===== src/rtl/uart_mmio.sv =====
// uart_mmio: memory-mapped peripheral decoder sitting behind the stack CPU data port.
//   01h = UART DATA (write: transmit byte, read: RX FIFO head, mem_rd pops)
//   02h = UART STATUS {4'b0, frame_err, overrun, tx_busy, rx_valid} (mem_rd clears errors)
//   20h-FFh = data RAM pass-through, everything else reads 00h.
// Serial format is 8N1 at CLK_DIV clocks per bit.
// Build option: define UART_LOOPBACK_EN to feed the RX synchroniser from uart_tx
// instead of uart_rx (self-test loopback).
module uart_mmio #(
  parameter int CLK_DIV  = 234,
  parameter int RX_DEPTH = 4
) (
  input  logic       clk,
  input  logic       rst_n,
  input  logic [7:0] mem_addr,
  input  logic       mem_wr,
  input  logic       mem_rd,
  input  logic [7:0] wr_data,
  output logic [7:0] rd_data,
  output logic       ram_wr,
  input  logic [7:0] ram_rd_data,
  input  logic       uart_rx,
  output logic       uart_tx
);

  localparam int CW = $clog2(CLK_DIV);
  localparam int PW = $clog2(RX_DEPTH);
  localparam logic [CW-1:0] CNT_MAX  = CW'(CLK_DIV - 1);
  localparam logic [CW-1:0] CNT_HALF = CW'(CLK_DIV / 2 - 1);
  localparam logic [CW-1:0] CNT_ONE  = CW'(1);
  localparam logic [PW:0]   FIFO_CAP = (PW + 1)'(RX_DEPTH);
  localparam logic [PW:0]   CNT1     = (PW + 1)'(1);
  localparam logic [PW-1:0] PTR1     = PW'(1);

  typedef enum logic [1:0] {IDLE, START, DATA, STOP} state_t;

  // Address decode
  logic sel_data, sel_stat, sel_ram;
  assign sel_data = (mem_addr == 8'h01);
  assign sel_stat = (mem_addr == 8'h02);
  assign sel_ram  = (mem_addr >= 8'h20);
  assign ram_wr   = mem_wr & sel_ram;

  // Status flags and FIFO state
  logic          tx_busy, overrun, frame_err;
  logic [7:0]    fifo_mem [RX_DEPTH];
  logic [PW-1:0] wr_ptr, rd_ptr;
  logic [PW:0]   fifo_cnt;
  logic          fifo_empty, fifo_full, rx_valid;
  logic          pop, push_ok, ovr_set, stat_clr;

  assign fifo_empty = (fifo_cnt == '0);
  assign fifo_full  = (fifo_cnt == FIFO_CAP);
  assign rx_valid   = ~fifo_empty;

  // Read-data mux back to the CPU
  always_comb begin
    rd_data = 8'h00;
    if (sel_ram)
      rd_data = ram_rd_data;
    else if (sel_data)
      rd_data = fifo_empty ? 8'h00 : fifo_mem[rd_ptr];
    else if (sel_stat)
      rd_data = {4'b0000, frame_err, overrun, tx_busy, rx_valid};
  end

  // ---------------- TX ----------------
  state_t        tx_state;
  logic [CW-1:0] tx_cnt;
  logic [2:0]    tx_idx;
  logic [7:0]    tx_shift;
  logic          tx_load, tx_adv;

  assign tx_load = mem_wr & sel_data & (tx_state == IDLE);
  assign tx_adv  = (tx_cnt == '0) & ((tx_state == START) | (tx_state == DATA));

  // TX frame sequencer; drives the registered serial line and busy flag
  always_ff @(posedge clk or negedge rst_n) begin
    if (!rst_n) begin
      tx_state <= IDLE;
      tx_cnt   <= '0;
      tx_idx   <= '0;
      tx_busy  <= 1'b0;
      uart_tx  <= 1'b1;
    end else begin
      unique case (tx_state)
        IDLE: begin
          if (tx_load) begin
            tx_state <= START;
            tx_cnt   <= CNT_MAX;
            tx_busy  <= 1'b1;
            uart_tx  <= 1'b0;
          end
        end
        START: begin
          if (tx_cnt != '0) begin
            tx_cnt <= tx_cnt - CNT_ONE;
          end else begin
            tx_state <= DATA;
            tx_cnt   <= CNT_MAX;
            tx_idx   <= '0;
            uart_tx  <= tx_shift[0];
          end
        end
        DATA: begin
          if (tx_cnt != '0) begin
            tx_cnt <= tx_cnt - CNT_ONE;
          end else begin
            tx_cnt <= CNT_MAX;
            if (tx_idx == 3'd7) begin
              tx_state <= STOP;
              uart_tx  <= 1'b1;
            end else begin
              tx_idx  <= tx_idx + 3'd1;
              uart_tx <= tx_shift[0];
            end
          end
        end
        STOP: begin
          if (tx_cnt != '0) begin
            tx_cnt <= tx_cnt - CNT_ONE;
          end else begin
            tx_state <= IDLE;
            tx_busy  <= 1'b0;
          end
        end
        default: tx_state <= IDLE;
      endcase
    end
  end

  // TX shift register: next bit to send always sits in bit 0
  always_ff @(posedge clk) begin
    if (tx_load)
      tx_shift <= wr_data;
    else if (tx_adv)
      tx_shift <= {1'b0, tx_shift[7:1]};
  end

  // ---------------- RX ----------------
  logic rx_in;
`ifdef UART_LOOPBACK_EN
  logic rx_unused;
  assign rx_unused = uart_rx;
  assign rx_in     = uart_tx;
`else
  assign rx_in = uart_rx;
`endif

  logic          rx_sync_p0, rx_sync_p1, rx_prev;
  state_t        rx_state;
  logic [CW-1:0] rx_cnt;
  logic [2:0]    rx_idx;
  logic [7:0]    rx_shift;
  logic          rx_push, rx_ferr, rx_sample;

  // Two-flop synchroniser plus one delayed copy for falling-edge detection
  always_ff @(posedge clk or negedge rst_n) begin
    if (!rst_n) begin
      rx_sync_p0 <= 1'b1;
      rx_sync_p1 <= 1'b1;
      rx_prev    <= 1'b1;
    end else begin
      rx_sync_p0 <= rx_in;
      rx_sync_p1 <= rx_sync_p0;
      rx_prev    <= rx_sync_p1;
    end
  end

  assign rx_sample = (rx_state == DATA) & (rx_cnt == '0);

  // RX frame sequencer; samples mid-bit and emits one-cycle push / framing-error pulses
  always_ff @(posedge clk or negedge rst_n) begin
    if (!rst_n) begin
      rx_state <= IDLE;
      rx_cnt   <= '0;
      rx_idx   <= '0;
      rx_push  <= 1'b0;
      rx_ferr  <= 1'b0;
    end else begin
      rx_push <= 1'b0;
      rx_ferr <= 1'b0;
      unique case (rx_state)
        IDLE: begin
          if (rx_prev & ~rx_sync_p1) begin
            rx_state <= START;
            rx_cnt   <= CNT_HALF;
          end
        end
        START: begin
          if (rx_cnt != '0) begin
            rx_cnt <= rx_cnt - CNT_ONE;
          end else if (rx_sync_p1) begin
            rx_state <= IDLE;          // start bit did not hold: line glitch
          end else begin
            rx_state <= DATA;
            rx_cnt   <= CNT_MAX;
            rx_idx   <= '0;
          end
        end
        DATA: begin
          if (rx_cnt != '0) begin
            rx_cnt <= rx_cnt - CNT_ONE;
          end else begin
            rx_cnt <= CNT_MAX;
            if (rx_idx == 3'd7)
              rx_state <= STOP;
            else
              rx_idx <= rx_idx + 3'd1;
          end
        end
        STOP: begin
          if (rx_cnt != '0) begin
            rx_cnt <= rx_cnt - CNT_ONE;
          end else begin
            rx_state <= IDLE;
            if (rx_sync_p1)
              rx_push <= 1'b1;
            else
              rx_ferr <= 1'b1;
          end
        end
        default: rx_state <= IDLE;
      endcase
    end
  end

  // RX deserialiser: LSB arrives first, so shift in from the top
  always_ff @(posedge clk) begin
    if (rx_sample)
      rx_shift <= {rx_sync_p1, rx_shift[7:1]};
  end

  // ---------------- FIFO ----------------
  assign pop      = mem_rd & sel_data & ~fifo_empty;
  assign push_ok  = rx_push & (~fifo_full | pop);
  assign ovr_set  = rx_push & fifo_full & ~pop;
  assign stat_clr = mem_rd & sel_stat;

  // FIFO pointers and occupancy
  always_ff @(posedge clk or negedge rst_n) begin
    if (!rst_n) begin
      wr_ptr   <= '0;
      rd_ptr   <= '0;
      fifo_cnt <= '0;
    end else begin
      if (push_ok) wr_ptr <= wr_ptr + PTR1;
      if (pop)     rd_ptr <= rd_ptr + PTR1;
      unique case ({push_ok, pop})
        2'b10:   fifo_cnt <= fifo_cnt + CNT1;
        2'b01:   fifo_cnt <= fifo_cnt - CNT1;
        default: fifo_cnt <= fifo_cnt;
      endcase
    end
  end

  // FIFO storage (data only, no reset needed: occupancy guards every read)
  always_ff @(posedge clk) begin
    if (push_ok)
      fifo_mem[wr_ptr] <= rx_shift;
  end

  // Sticky error flags: a new event in the clearing cycle is kept
  always_ff @(posedge clk or negedge rst_n) begin
    if (!rst_n) begin
      overrun   <= 1'b0;
      frame_err <= 1'b0;
    end else begin
      if (stat_clr) begin
        overrun   <= 1'b0;
        frame_err <= 1'b0;
      end
      if (ovr_set) overrun   <= 1'b1;
      if (rx_ferr) frame_err <= 1'b1;
    end
  end

endmodule

===== config.mk =====
export PLATFORM = sky130hd
export DESIGN_NAME = uart_mmio
export DESIGN_NICKNAME = d
export VERILOG_FILES = /design/src/rtl/uart_mmio.sv
export SDC_FILE = /design/constraint.sdc
export NUM_CORES = 1
export LEC_CHECK = 0
export CELL_PAD_IN_SITES_DETAIL_PLACEMENT = 2
export CELL_PAD_IN_SITES_GLOBAL_PLACEMENT = 2
export CORE_MARGIN = 2
export CORE_UTILIZATION = 43
export CTS_CLUSTER_DIAMETER = 50
export CTS_CLUSTER_SIZE = 16
export DETAILED_ROUTE_END_ITERATION = 10
export PLACE_DENSITY_LB_ADDON = 0.1
export SYNTH_ARGS = -nofsm -noshare
export SYNTH_HDL_FRONTEND = slang
export SYNTH_SLANG_ARGS = --single-unit

===== constraint.sdc =====
create_clock -name clk -period 3.4 [get_ports clk]
set_input_delay 0.34 -clock clk [delete_from_list [all_inputs] [get_ports clk]]
set_output_delay 0.34 -clock clk [all_outputs]
set_load 0.005 [all_outputs]

Yosys cells after proc, flatten, opt, wreduce, memory -nomap -nowiden
Memories as Yosys holds them, arrays and structs flattened.
Cells that the tools add are included.
- word-level logic and storage cells: 159
- bits of input ports: 29
- output and inout port bits: 10
- memory bits (read-only): 0
- memories: 1
- latch bits: 0
- memory bits (writable): 32
- bits in registers: 58
- $add $sub $neg: 8
- multiplexer cells: 58
- shift-type cells: 0
- order comparisons: 1
- equality and inequality tests: 29
- bitwise logic cells: 18
- reductions and logical operators: 24
- $mul: 0
- div/mod/pow operators: 0
- memories (name ; words ; bits a word ; read ports ; clocked after Yosys merged registers in ; write ports ; RTL line ; RTL):
    fifo_mem ; 4 ; 8 ; 1 ; 0 ; 1 ; 45 ; logic [7:0] fifo_mem [RX_DEPTH];
- operator list (operator ; count):
    8-bit two-way mux ; 13
    8-bit one-hot mux with 4 select lines ; 1
    2-bit inequality test (second input constant) ; 13
    8-bit one-hot mux with 3 select lines ; 1
    2-bit two-way mux ; 11
    3-bit two-way mux ; 7
    3-bit one-hot mux with 2 select lines ; 3
    1-bit two-way mux ; 17
    8-bit zero test ; 2
    2-bit one-hot mux with 4 select lines ; 2
    8-bit nonzero test ; 2
    8-bit by 1-bit subtractor with 8-bit output (second input constant) ; 2
    5-bit AND reduction ; 3
    2-bit nonzero test ; 7
    1-bit bitwise AND ; 12
    2-bit equality test (second input constant) ; 5
    3-bit by 1-bit adder with 3-bit output (second input constant) ; 3
    3-bit equality test (second input constant) ; 3
    8-bit by 1-bit equality test with 1-bit output (second input constant) ; 1
    8-bit by 2-bit equality test with 1-bit output (second input constant) ; 1
    8-bit by 6-bit greater-or-equal comparator with 1-bit output (second input constant) ; 1
    4-bit AND reduction ; 2
    2-bit by 1-bit equality test with 1-bit output (second input constant) ; 3
    3-bit AND reduction ; 2
    other kinds (14) ; 21

Longest topological paths before layout
- depth in word-level cells: 7
- depth in mapped cells: 9
- mapped depth without buffers: 8

Least setup slack after synthesis
OpenSTA, ideal clock, no wires.
- path kind: input -> register
- start point: input mem_addr[3]
- end point: register fifo_cnt[1]
- setup time: 0.079 ns
- stages on the path: 6
- data required time: 3.321 ns
- arrival time: 2.340 ns
- setup slack: 0.980 ns
- buffers on the path: 0
- cells stage by stage: or3_1 > nor4_4 > nand3_1 > fa_1 > a2111oi_0 > a2bb2oi_1
- cells in the longest elaborated chain, start to end: 7
- elaborated cells on any way between the ends: 9
- those cells by class: eq/ne (3); mux (1); bitwise (4); reduce/logical (1)
- RTL lines (item ; RTL line ; RTL):
    start, declared ; 14 ; input logic [7:0] mem_addr,
    8-bit by 1-bit equality test with 1-bit output (*) ; 38 ; assign sel_data = (mem_addr == 8'h01);
    1-bit bitwise AND (*) (2 in series) ; 234 ; assign pop = mem_rd & sel_data & ~fifo_empty;
    1-bit bitwise OR ; 235 ; assign push_ok = rx_push & (~fifo_full | pop);
    1-bit bitwise AND ; 235 ;
    2-bit by 1-bit equality test with 1-bit output / 2-bit equality test (equally long branches) ; 248 ; unique case ({push_ok, pop})
    3-bit one-hot mux with 2 select lines / 2-bit nonzero test (equally long branches) ; - ;
    end signal, assigned ; 249 ; 2'b10: fifo_cnt <= fifo_cnt + CNT1;
    end signal, assigned ; 250 ; 2'b01: fifo_cnt <= fifo_cnt - CNT1;
    end signal, assigned ; 251 ; default: fifo_cnt <= fifo_cnt;
    end, declared ; 47 ; logic [PW:0] fifo_cnt;
Every way passes the cells marked *; elsewhere a longest branch is shown, timed or not.
A chain may end at the register's enable or synchronous reset.

Worst setup path in the final report
- start point: input mem_addr[3]
- end point: output rd_data[6]
- cells in the longest elaborated chain, start to end: 3
- elaborated cells on any way between the ends: 4
- those cells by class: order compare (1); eq/ne (1); mux (2)
- RTL lines (item ; RTL line ; RTL):
    branches (longest 2 deep; another with 8-bit by 6-bit greater-or-equal comparator with 1-bit output) ; - ;
    8-bit two-way mux (*) ; 58 ; if (sel_ram)
    end, declared ; 18 ; output logic [7:0] rd_data,
Mark *: on every way between the ends.

==> results.sh <==
export IMPL_numCtsBuffers=9
export IMPL_coreArea_um2=10700
export IMPL_fin_cells=569
export IMPL_postLayoutCoreUtil_pct=50.6
export IMPL_yosysWarnings=0
export IMPL_h_tree_depth=3
export IMPL_synthTopCellsByArea="edfxtp_1, dfrtp_1, ha_1"
export IMPL_drive_above_1_share_pct=16.8
export IMPL_vias_per_cell=5.86
export IMPL_crit_type="in -> out"
export IMPL_wl_per_cell_um=22.4
export IMPL_netlist_area_um2=4690
export IMPL_tightest_slew_ns=1.08
export IMPL_final_nets=474
export IMPL_hold_viol=0
export IMPL_drtIter0Drc=141
export IMPL_setup_viol=0
export IMPL_cts_sinks=90
export IMPL_path_max_fanout=7
export IMPL_dr_pass1_iters=4
export IMPL_r2r_start="rx_cnt[0]"
export IMPL_dp_hpwl_um=9160
export IMPL_async_reset_ff_share_pct=46.7
export IMPL_rsz0062_at_grt="no"
export IMPL_status="finished, final reports clean"
export IMPL_syn_nets=431
export IMPL_cts_hold_fix_buffers=0
export IMPL_cts_setup_buffers=0
export IMPL_rr_worst_depth=6
export IMPL_fillers=1068
export IMPL_port_buffers=38
export IMPL_cp_required_ns=3.06
export IMPL_initial_utilization_pct=43.7
export IMPL_grt_pass1_wl_um=20200
export IMPL_synthFlopType="edfxtp_1"
export IMPL_area_growth_pct=15.9
export IMPL_min_path_type="in -> async"
export IMPL_powerDensity_nw_per_um2=693
export IMPL_end_kind="output port"
export IMPL_cts_tree="built"
export IMPL_final_max_slew_viol_count=0
export IMPL_synth_cell_type_count=73
export IMPL_drc=0
export IMPL_fp_dieW_um=108
export IMPL_whs_ns=0.143
export IMPL_syn_area_per_cell_um2=12.3
export IMPL_period_minus_slack_ns=2.93
export IMPL_dp_cells=553
export IMPL_root_buffer="clkbuf_8"
export IMPL_r2r_end="rx_idx[0]"
export IMPL_cap_violations=0
export IMPL_synthesis_instances=381
export IMPL_setup_tns_ns=0
export IMPL_fmax_mhz=341
export IMPL_cts_resized=0
export IMPL_clkTransAtPathRegs_ns=0.11
export IMPL_gp_congestion=0.838
export IMPL_clk_path_buf_depth=2
export IMPL_wl_um=12700
export IMPL_synth_edf_count=48
export IMPL_insertion_delay_ns=0.38
export IMPL_io_pin_count=39
export IMPL_leakage_nw=2.07
export IMPL_grt_max_degree=43
export IMPL_dieArea_um2=11800
export IMPL_ys_ff_latch=90
export IMPL_finalCritPeriodShare_pct=86.2
export IMPL_first_global_vias=3626
export IMPL_clock_skew_ns=0.00867
export IMPL_rrSetupSlack_ns=1.01
export IMPL_synth_top_area_cell="edfxtp_1"
export IMPL_maxSlewHeadroom_pct=28.3
export IMPL_grt_usage_pct=23.1
export IMPL_ys_seq_area_share_pct=53.2
export IMPL_vias=3335
export IMPL_ant_nets=0
export IMPL_cp_data_arrival_time_ns=2.59
export IMPL_synth_top_area_share_pct=30.7
export IMPL_diodes=0
export IMPL_grt_remaining_overflow=0
export IMPL_antenna_found_initial=0
export IMPL_num_rows=38
export IMPL_die_h_um=108
export IMPL_max_vdd_ir_drop_mv=0.458
export IMPL_start_kind="primary input"
-- worst max path at each step --
stage,to,cells after the start,slack [ns],startpoint
floorplan,fifo_cnt[1],6,0.98,mem_addr[3]
global placement,fifo_cnt[2],9,0.48,mem_addr[3]
detailed placement,fifo_cnt[1],7,0.43,mem_addr[3]
CTS,rd_data[6],6,0.45,mem_addr[3]
global route,rd_data[2],7,0.35,mem_addr[3]
finish,rd_data[6],6,0.47,mem_addr[3]
-- state kept, by name, summed over array words and instances, names as in the netlist, named ones only --
register	cells
overrun	1
fifo_mem	32
tx_cnt	8
uart_tx	1
tx_idx	3
rx_idx	3
tx_shift	8
rx_prev	1
wr_ptr	2
rx_sync_p0	1
frame_err	1
tx_busy	1
rd_ptr	2
rx_ferr	1
rx_shift	8
rx_push	1
fifo_cnt	3
rx_cnt	8
rx_state	1
tx_state	2
rx_sync_p1	1
-- placed cells by master, fill, tap and decap left out, types with 4 or more instances in the layout --
master,count
nand3_1,11
clkbuf_8,9
a21oi_1,12
a31oi_1,10
ha_1,20
nor2b_1,6
xnor2_1,4
mux4_2,8
dfrtp_1,38
mux2_2,11
dfstp_2,4
and2_1,6
o22ai_1,4
o31ai_1,4
a22o_1,8
edfxtp_1,48
nor2_1,20
mux2i_1,5
inv_1,26
nand2_1,22
clkdlybuf4s50_1,37
o21ai_0,12
nor3_1,6
buf_4,7
-- power by group --
part | switching (mW) | internal, mW | total [mW]
Sequential | 0.175 | 1.30 | 1.47
Clock | 0.459 | 0.294 | 0.753
Combinational | 0.902 | 0.645 | 1.55
-- layout make-up --
class | instances | area [um^2] | area share, %
well taps | 140 | 175 | 3.22
clock buffers | 9 | 124 | 2.28
flip-flops and latches | 90 | 2500 | 45.9
inverters | 26 | 97.6 | 1.79
repair buffers | 45 | 428 | 7.87
multi-input cells | 252 | 2040 | 37.5
clock inverters | 7 | 76.3 | 1.40
-- layer usage --
layer / GRT usage (%) / wire (um) / vias up
met3: 3.25 / 321 / 17
met5: 0 / 0 / -
met2: 40.9 / 6720 / 51
met4: 7.60 / 199 / 0
met1: 29.0 / 5490 / 1728
li1: - / - / 1539
-- worst max-delay path, cell delays in order --
cell,delay (ns)
clkdlybuf4s50_1,0.47
or3_1,0.50
nor4_4,0.40
buf_4,0.22
a22o_1,0.15
clkdlybuf4s50_1,0.51
-- logic make-up (layout without fill, tap and decap cells) --
kind of cell             count (synthesis)  count (layout)  share of synthesized area [%]
adder cells (fa/ha/maj)                 21              21                           5.76
multiplexers                            26              26                           8.02
flip-flops                              90              90                           53.2
buffers and inverters                   39              87                           3.28
AO/OA/AOI/OAI                           95              95                           15.6
AND/OR/NAND/NOR                        105             105                           13.1
XOR/XNOR                                 5               5                          0.933
-- Yosys cell counts, types with 3 or more instances --
library cell and count:
o21ai_0 12, o31ai_1 4, or2_2 3, a22oi_1 3, a22o_1 8, a21oi_1 12, nor2b_1 6, o22a_1 3
a2bb2oi_1 3, a21o_1 3, inv_1 26, dfstp_2 4, or3_1 3, o21a_1 3, mux2_2 11, edfxtp_1 48
or4_1 3, o22ai_1 4, nand2_1 22, and2_1 6, nor2_1 20, clkbuf_1 6, mux2i_1 5, buf_2 6
dfrtp_1 38, nand2b_1 3, a31oi_1 10, ha_1 20, mux4_2 8, nand3_1 11, xnor2_1 4, and3_1 3
o31a_1 3, nor3_1 6
-- stage by stage --
step / power (mW) / setup slack (ns) / area, um^2
global placement: 2.90 / 0.484 / 5240
CTS: 3.80 / 0.450 / 5440
floorplan: 2.55 / 0.980 / 4690
global route: 4.02 / 0.354 / 5440
finish: 3.77 / 0.470 / 5440
detailed placement: 3.01 / 0.429 / 5240
(Power assumes the default switching activity.)
